<file path="src/rtl/sort_pkg.sv">
// rtl/sort_pkg.sv - shared sorter types and default widths
// Purpose: default address/data widths and the input-stage state encoding,
//   shared by the input stage and the sort control FSM.
// Ports: none (package).
package sort_pkg;

  localparam int SORT_AWIDTH = 4;
  localparam int SORT_DWIDTH = 8;

  typedef enum logic [1:0] {
    IDLE_S = 2'd0,
    RECV_S = 2'd1,
    WAIT_S = 2'd2,
    DROP_S = 2'd3
  } in_state_t;

endpackage

</file>
<file path="src/rtl/sort_input_ctrl.sv">
// rtl/sort_input_ctrl.sv - sorter input stage: packet sink to sort RAM writer
// Purpose: accepts one packet per sort job, writes its words to RAM
//   addresses 0..N-1 and hands the job to the control FSM through the
//   falling edge of wren_o, with cntr_o = N-1. Holds off packets while the
//   sorter is busy, truncates oversize packets and flags framing errors.
// Ports:
//   clk_i, rst_i          clock, async active-high reset
//   snk_*_i / snk_ready_o packet sink (data, sop, eop, valid / ready)
//   busy_i                sorter busy from the control FSM
//   mem_we_o/addr_o/data_o RAM write port (one cycle behind the transfer)
//   wren_o                high while the packet is written
//   cntr_o                index of the last written word
//   err_o                 one-cycle framing/truncation error pulse
module sort_input_ctrl
  import sort_pkg::*;
#(
  parameter int AWIDTH = SORT_AWIDTH,
  parameter int DWIDTH = SORT_DWIDTH
) (
  input  logic              clk_i,
  input  logic              rst_i,
  input  logic [DWIDTH-1:0] snk_data_i,
  input  logic              snk_sop_i,
  input  logic              snk_eop_i,
  input  logic              snk_valid_i,
  output logic              snk_ready_o,
  input  logic              busy_i,
  output logic              mem_we_o,
  output logic [AWIDTH-1:0] mem_addr_o,
  output logic [DWIDTH-1:0] mem_data_o,
  output logic              wren_o,
  output logic [AWIDTH-1:0] cntr_o,
  output logic              err_o
);

  // One more bit than the address so the "RAM full" compare cannot wrap.
  localparam logic [AWIDTH:0] MAX_WORDS = {1'b1, {AWIDTH{1'b0}}};

  in_state_t         state_q, state_d;
  logic [AWIDTH:0]   wr_ptr_q, wr_ptr_d;
  logic              trunc_q, trunc_d;
  logic              we_q, we_d;
  logic [AWIDTH-1:0] addr_q, addr_d;
  logic [DWIDTH-1:0] data_q, data_d;
  logic              wren_q, wren_d;
  logic [AWIDTH-1:0] cntr_q, cntr_d;
  logic              err_q, err_d;
  logic              xfer;
  logic              start_pkt;

  // Ready is gated by reset so it reads 0 while reset is held.
  always_comb begin
    snk_ready_o = 1'b0;
    if (!rst_i) begin
      case (state_q)
        IDLE_S:  snk_ready_o = ~busy_i;
        RECV_S:  snk_ready_o = 1'b1;
        DROP_S:  snk_ready_o = 1'b1;
        default: snk_ready_o = 1'b0;
      endcase
    end
  end

  assign xfer = snk_valid_i & snk_ready_o;

  always_comb begin
    state_d   = state_q;
    wr_ptr_d  = wr_ptr_q;
    trunc_d   = trunc_q;
    we_d      = 1'b0;
    addr_d    = addr_q;
    data_d    = data_q;
    cntr_d    = cntr_q;
    err_d     = 1'b0;
    start_pkt = 1'b0;

    case (state_q)
      IDLE_S: begin
        if (xfer) begin
          if (snk_sop_i) start_pkt = 1'b1;
          else           err_d     = 1'b1;
        end
      end
      RECV_S: begin
        if (xfer) begin
          if (snk_sop_i) begin
            // New packet header mid-packet: restart from address 0.
            err_d     = 1'b1;
            start_pkt = 1'b1;
          end else if (wr_ptr_q == MAX_WORDS) begin
            // RAM full: close the job with what fits, discard the rest.
            err_d   = 1'b1;
            cntr_d  = '1;
            trunc_d = 1'b1;
            state_d = snk_eop_i ? WAIT_S : DROP_S;
          end else begin
            we_d     = 1'b1;
            addr_d   = wr_ptr_q[AWIDTH-1:0];
            data_d   = snk_data_i;
            wr_ptr_d = wr_ptr_q + (AWIDTH+1)'(1);
            if (snk_eop_i) begin
              cntr_d  = wr_ptr_q[AWIDTH-1:0];
              state_d = WAIT_S;
            end
          end
        end
      end
      DROP_S: begin
        if (xfer && snk_eop_i) begin
          state_d = trunc_q ? WAIT_S : IDLE_S;
          trunc_d = 1'b0;
        end
      end
      WAIT_S: begin
        if (busy_i) state_d = IDLE_S;
      end
      default: state_d = IDLE_S;
    endcase

    if (start_pkt) begin
      we_d     = 1'b1;
      addr_d   = '0;
      data_d   = snk_data_i;
      wr_ptr_d = (AWIDTH+1)'(1);
      trunc_d  = 1'b0;
      if (snk_eop_i) begin
        cntr_d  = '0;
        state_d = WAIT_S;
      end else begin
        state_d = RECV_S;
      end
    end
  end

  // wren covers every cycle a packet word is being written, so it falls
  // together with the last RAM write (a single-word packet gives one cycle).
  assign wren_d = we_d | (state_d == RECV_S);

  always_ff @(posedge clk_i or posedge rst_i) begin
    if (rst_i) begin
      state_q  <= IDLE_S;
      wr_ptr_q <= '0;
      trunc_q  <= 1'b0;
      we_q     <= 1'b0;
      addr_q   <= '0;
      data_q   <= '0;
      wren_q   <= 1'b0;
      cntr_q   <= '0;
      err_q    <= 1'b0;
    end else begin
      state_q  <= state_d;
      wr_ptr_q <= wr_ptr_d;
      trunc_q  <= trunc_d;
      we_q     <= we_d;
      addr_q   <= addr_d;
      data_q   <= data_d;
      wren_q   <= wren_d;
      cntr_q   <= cntr_d;
      err_q    <= err_d;
    end
  end

  assign mem_we_o   = we_q;
  assign mem_addr_o = addr_q;
  assign mem_data_o = data_q;
  assign wren_o     = wren_q;
  assign cntr_o     = cntr_q;
  assign err_o      = err_q;

endmodule
</file>
<file path="config.mk">
export PLATFORM = sky130hd
export DESIGN_NAME = sort_input_ctrl
export DESIGN_NICKNAME = d
export VERILOG_FILES = /design/src/rtl/sort_pkg.sv /design/src/rtl/sort_input_ctrl.sv
export SDC_FILE = /design/constraint.sdc
export NUM_CORES = 1
export LEC_CHECK = 0
export ABC_AREA = 1
export BUFFER_PORTS_ARGS = -buffer_cell sky130_fd_sc_hd__buf_2
export CAP_MARGIN = 20
export CORE_MARGIN = 1
export CORE_UTILIZATION = 54
export CTS_BUF_LIST = sky130_fd_sc_hd__clkbuf_8
export DETAILED_ROUTE_END_ITERATION = 10
export PLACE_DENSITY = 0.87
export SYNTH_ARGS = -nofsm -noshare
export SYNTH_HDL_FRONTEND = slang
export SYNTH_SLANG_ARGS = --single-unit
</file>
<file path="constraint.sdc">
create_clock -name clk_i -period 2.2 [get_ports clk_i]
set_clock_uncertainty 0.05 [all_clocks]
set_input_delay 0.11 -clock clk_i [delete_from_list [all_inputs] [get_ports clk_i]]
set_output_delay 0.11 -clock clk_i [all_outputs]
set_load 0.02 [all_outputs]
</file>
== After elaboration in Yosys (flattened, before gate mapping) ==
Cells that the tools add are included.
Storage, ports and cells
  word-level logic and storage cells: 88
  output and inout bits: 20
  input port bits: 14
  register bits after elaboration: 27
Operators by class
  reductions and logical operators: 9
  bitwise logic cells: 3
  equal/unequal tests: 11
  $add $sub $neg: 1
  muxes and demuxes: 55
Operators with widths (number)
  $mux W4: 12
  $mux W8: 5
  $mux W5: 5
  $mux W1: 20
  $mux W2: 9
  $ne A3 B3 Y1 const B: 4
  $pmux W1 S2: 3
  $pmux W2 S3: 1
  $add A5 B1 Y5 const B: 1
  $eq A5 B5 Y1 const B: 1
  $reduce_and A5 Y1: 1
  $eq A2 B1 Y1 const B: 2
  $eq A2 B2 Y1 const B: 2
  $reduce_and A4 Y1: 1
  $reduce_bool A2 Y1: 2
  $reduce_or A2 Y1: 2
  $reduce_bool A3 Y1: 1
  $logic_not A2 Y1: 1
  $ne A2 B1 Y1 const B: 1
  $ne A2 B2 Y1 const B: 1
  $and A1 B1 Y1: 1
  $logic_and A1 B1 Y1: 1
  $not A1 Y1: 1
  $or A1 B1 Y1: 1

== Longest topological paths before layout ==
  depth in word-level cells: 11
  mapped depth: 13
  depth with buffers taken out: 13

== Least setup slack after synthesis ==
OpenSTA, ideal clock, no wires.
  path kind: in2reg
  from: input rst_i
  to: register cntr_q[3], in the netlist cntr_o[3]
  buffers on the path: 0
  setup time: 0.136 ns
  cell stages on the path: 6
  data arrival time: 1.535 ns
  slack: 0.479 ns
  data required time: 2.014 ns
  cells stage by stage: inv_1 -> nand3_2 -> nor2_1 -> nand2_1 -> o21ai_0 -> a21oi_1
On the way
  longest elaborated chain between the ends: 6
  elaborated cells between the ends (all ways): 8
  those cells by class: 7 x mux; 1 x bitwise
Ends and longest elaborated chain
  from (decl): line sort_input_ctrl.sv:21  | input logic rst_i,
  $mux W1 *: line sort_input_ctrl.sv:54  | if (!rst_i) begin
  $and A1 B1 Y1 *: line sort_input_ctrl.sv:64  | assign xfer = snk_valid_i & snk_ready_o;
  $mux W4: line sort_input_ctrl.sv:85  | if (xfer) begin
  $mux W4: line sort_input_ctrl.sv:77  | case (state_q)
  $mux W4: line sort_input_ctrl.sv:126  | if (snk_eop_i) begin
  $mux W4 *: line sort_input_ctrl.sv:120  | if (start_pkt) begin
  net cntr_d[3]: line sort_input_ctrl.sv:46  | logic [AWIDTH-1:0] cntr_q, cntr_d;
  to (signal assigned): line sort_input_ctrl.sv:158  | cntr_q <= cntr_d;
  to (decl): line sort_input_ctrl.sv:46
Mark *: on every way through the listed nets, which the timed path passes. The rest lies on a longest branch.
A chain may end at the register's enable or synchronous reset.

== Final worst setup path ==
  from: register wr_ptr_q[0]
  to: register addr_q[3], in the netlist mem_addr_o[3]
On the way
  longest elaborated chain between the ends: 3
Ends and longest elaborated chain
  from (decl): line sort_input_ctrl.sv:40  | logic [AWIDTH:0] wr_ptr_q, wr_ptr_d;
  from (signal assigned): line sort_input_ctrl.sv:152  | wr_ptr_q <= wr_ptr_d;
  $eq A5 B5 Y1: line sort_input_ctrl.sv:90  | end else if (wr_ptr_q == MAX_WORDS) begin
  $ne A2 B2 Y1 (no line)
  $reduce_and A4 Y1 (no line)
  to (signal assigned): line sort_input_ctrl.sv:155  | addr_q <= addr_d;
  to (decl): line sort_input_ctrl.sv:43  | logic [AWIDTH-1:0] addr_q, addr_d;
Every way passes these cells.

==> run summary <==
DR vias: 1191
CTS buffer count: 3
GRT overflow: 0
Synth cell types: 22
Vias in the first global route: 1097
Die H: 50.9 um
IO Port Bufs: 33
WL per Instance: 12.6 um
CP max-delay cell: dfrtp_1
CP arrival: 1.95 ns
Endpoints failing hold: 0
Comb pwr share: 0.440
Post-CTS sizing: 0
Endpoints failing setup: 0
CTS tree: done
DRC Markers: 0
Leak pwr: 0.929 nW
Cell Area, Placed: 1470 um^2
Slew HR: 0.756
Setup TNS: 0 ns
Largest net degree at the start of global routing: 28
Diodes inserted: 0
RSZ-0062 raised after global routing: no
Initial Util: 0.578
Drt total wl: 2.86 mm
Gr usage total: 0.247
Sequential area share after synthesis: 0.523
Clk Latency, worst-skew pair: 0.27 ns
Max Cap Viol: 0
Die area: 2590 um^2
Post-CTS setup buffer count: 0
Syn nets: 171
Worst endpoint required time: 2.33 ns
Post-Syn Area per Cell: 8.33 um^2
Die width: 50.9 um
R2r startpoint: wr_ptr_q[0]
Worst-Margin Slew: 0.357 ns
Area grow syn2layout: 24.2%
CP cell instances: inv_1 > ha_1 > nand2_1 > inv_1 > nand2_1 > nand2_1 > inv_2 > nand2_4 > nand2_4 > inv_2 > nand2_1 > nand2_1
Post-Syn Area: 1290 um^2
PwrDens: 1250 nW/um^2
# nets final: 216
Final period utilization: 0.830
Switching power total: 0.000876 W
CORE AREA: 2230 um^2
Critical Path Max Stage Delay: 0.38 ns
Row count: 17
Layout cell share with drive strength beyond 1: 0.236
Slew Viols, Final: 0
Vias/cell: 5.25
Non-filler cells in the finished layout: 227
H-tree levels: 1
Crit path from: wr_ptr_q[0]
Initial drt markers: 35
Antenna violations before repair: 0
Reg clk slew, reported paths: 0.10 ns
Hold Crit Class: input port to flop
Clock buffer depth: 2
Initial DRT Pass Iterations: 4
Post-route cell area: 1600 um^2
VDD IR max: 773 uV
Top Ports: 34
Crit path launch type: flop
CTS Sinks: 27
Cells after synthesis: 155
P_int: 0.00113 W
Power share of the clock group: 0.146
Hpwl dp: 1.88 mm
CP Capture Type: flop
#FFs+latches synth: 27
Synth warn: 0
GPL Wtd Cong: 0.950
Switching part of the total: 0.437
Top achievable clock speed: 548 MHz
First-pass GRT wire length: 4.80 mm
Dpl cells: 214
Outcome: finished, final reports clean
Sequential power share: 0.415
Worst-path fanout max: 18
Most frequent CP cell: nand2_1
Core Util, Final: 0.718
Setup CP Type: flop to flop
Min Clock Period, post-route: 1.82 ns
Hold path startpoint: snk_eop_i
Routed Antenna Nets: 0
CTS root buffer: clkbuf_8
## layout by cell type (no fill, tap or decap)
cell / count
o21a_1: 1
dfrtp_1: 27
inv_4: 1
a31oi_1: 1
clkbuf_8: 3
nor2_1: 19
nand2_4: 3
buf_2: 33
dlygate4sd3_1: 9
ha_1: 2
clkinvlp_4: 1
nand4_1: 1
o31ai_1: 1
xor2_1: 1
inv_2: 2
nand3_2: 2
o21ai_1: 2
nand3_1: 6
a21oi_1: 6
inv_1: 14
o21ai_0: 9
nand2_1: 51
buf_4: 1
nand2_2: 1
a2111oi_0: 1
a21boi_1: 1
## worst paths after layout
kind / endpoint / cells after the start / slack [ns]
setup reg to reg: mem_addr_o[3] / 12 / 0.38
hold reg to reg: mem_data_o[4] / 2 / 0.43
min in group asynchronous: cntr_o[0] / 4 / 0.45
max in group asynchronous: wr_ptr_q[3] / 4 / 1.39
hold / removal: cntr_o[2] / 2 / 0.02
setup / recovery: mem_addr_o[3] / 12 / 0.38
## power groups by stage
| stage | sequential, W | combinational (W) | clock [W] |
|---|---|---|---|
| after global placement | 0.000826 | 0.000831 | 0 |
| after CTS | 0.000830 | 0.000879 | 0.000296 |
| after global routing | 0.000856 | 0.000979 | 0.000314 |
| after detailed placement | 0.000840 | 0.000861 | 0 |
| final | 0.000832 | 0.000882 | 0.000292 |
| after floorplan | 0.00101 | 0.000433 | 0 |
## flip-flops by register name, summed over array words and instances, names as in the netlist
signal      flops
mem_data_o      8
mem_addr_o      4
state_q         2
err_o           1
trunc_q         1
wren_o          1
mem_we_o        1
wr_ptr_q        5
cntr_o          4
## per-layer routing
layer,vias to the layer above,GRT usage,share of wire,wire length (um)
li1,576,-,-,-
met1,566,0.317,0.43,1220
met2,41,0.425,0.52,1490
met3,8,0.0179,0.036,102
met4,0,0.106,0.019,53
met5,-,0,0,0
## final cells by class
cell class                 instances  area (um^2)
clock buffer                       3         41.3
clock inverter                     1         7.51
fill                             182          629
inverter                          17         66.3
multi-input combinational        108          515
sequential                        27          676
tap                               28         35.0
timing repair buffer              43          263
## per-stage QoR
step	setup slack, ns	power (W)	hold slack (ns)
2_1_floorplan	0.479	0.00144	0.129
3_5_place_dp	0.437	0.00170	0.206
6_report	0.375	0.00201	0.0151
4_1_cts	0.400	0.00201	0.000945
5_1_grt	0.189	0.00215	0.0157
3_3_place_gp	0.506	0.00166	0.195
## synth_stat cells
cell	count	area share
a2111oi_0	1	0.0068
a21boi_1	1	0.0058
a21oi_1	6	0.023
a31oi_1	1	0.0048
buf_6	3	0.026
dfrtp_1	27	0.52
ha_1	2	0.019
inv_1	14	0.041
inv_2	2	0.0058
inv_4	1	0.0048
nand2_1	51	0.15
nand2_2	1	0.0048
nand2_4	3	0.026
nand3_1	6	0.023
nand3_2	2	0.016
nand4_1	1	0.0048
nor2_1	19	0.055
o21a_1	1	0.0058
o21ai_0	9	0.035
o21ai_1	2	0.0078
o31ai_1	1	0.0058
xor2_1	1	0.0068
## timing repair
item                       4_1_cts  5_1_grt
hold buffers                     9        0
hold endpoints to repair        35        0
setup endpoints to repair        0        0
## worst max-delay path, delay by kind of cell (launching register included)
kind / cells / cell delay [ns]
adders and majority gates: 1 / 0.22
and+or+nand+nor: 7 / 0.66
buffers and inverters: 4 / 0.42
DFF: 1 / 0.38
## cells by family (layout without fill, tap and decap cells)
group,count (synthesis),after routing,share of synthesized area
adders and majority gates,2,2,0.0194
xor gates and xnor gates,1,1,0.00678
and+or+nand+nor,83,83,0.278
DFF,27,27,0.523
AOI/OAI and AO/OA,22,22,0.0950
buffers and inverters,20,64,0.0775
No activity file was read; power rests on OpenSTA's default activity.
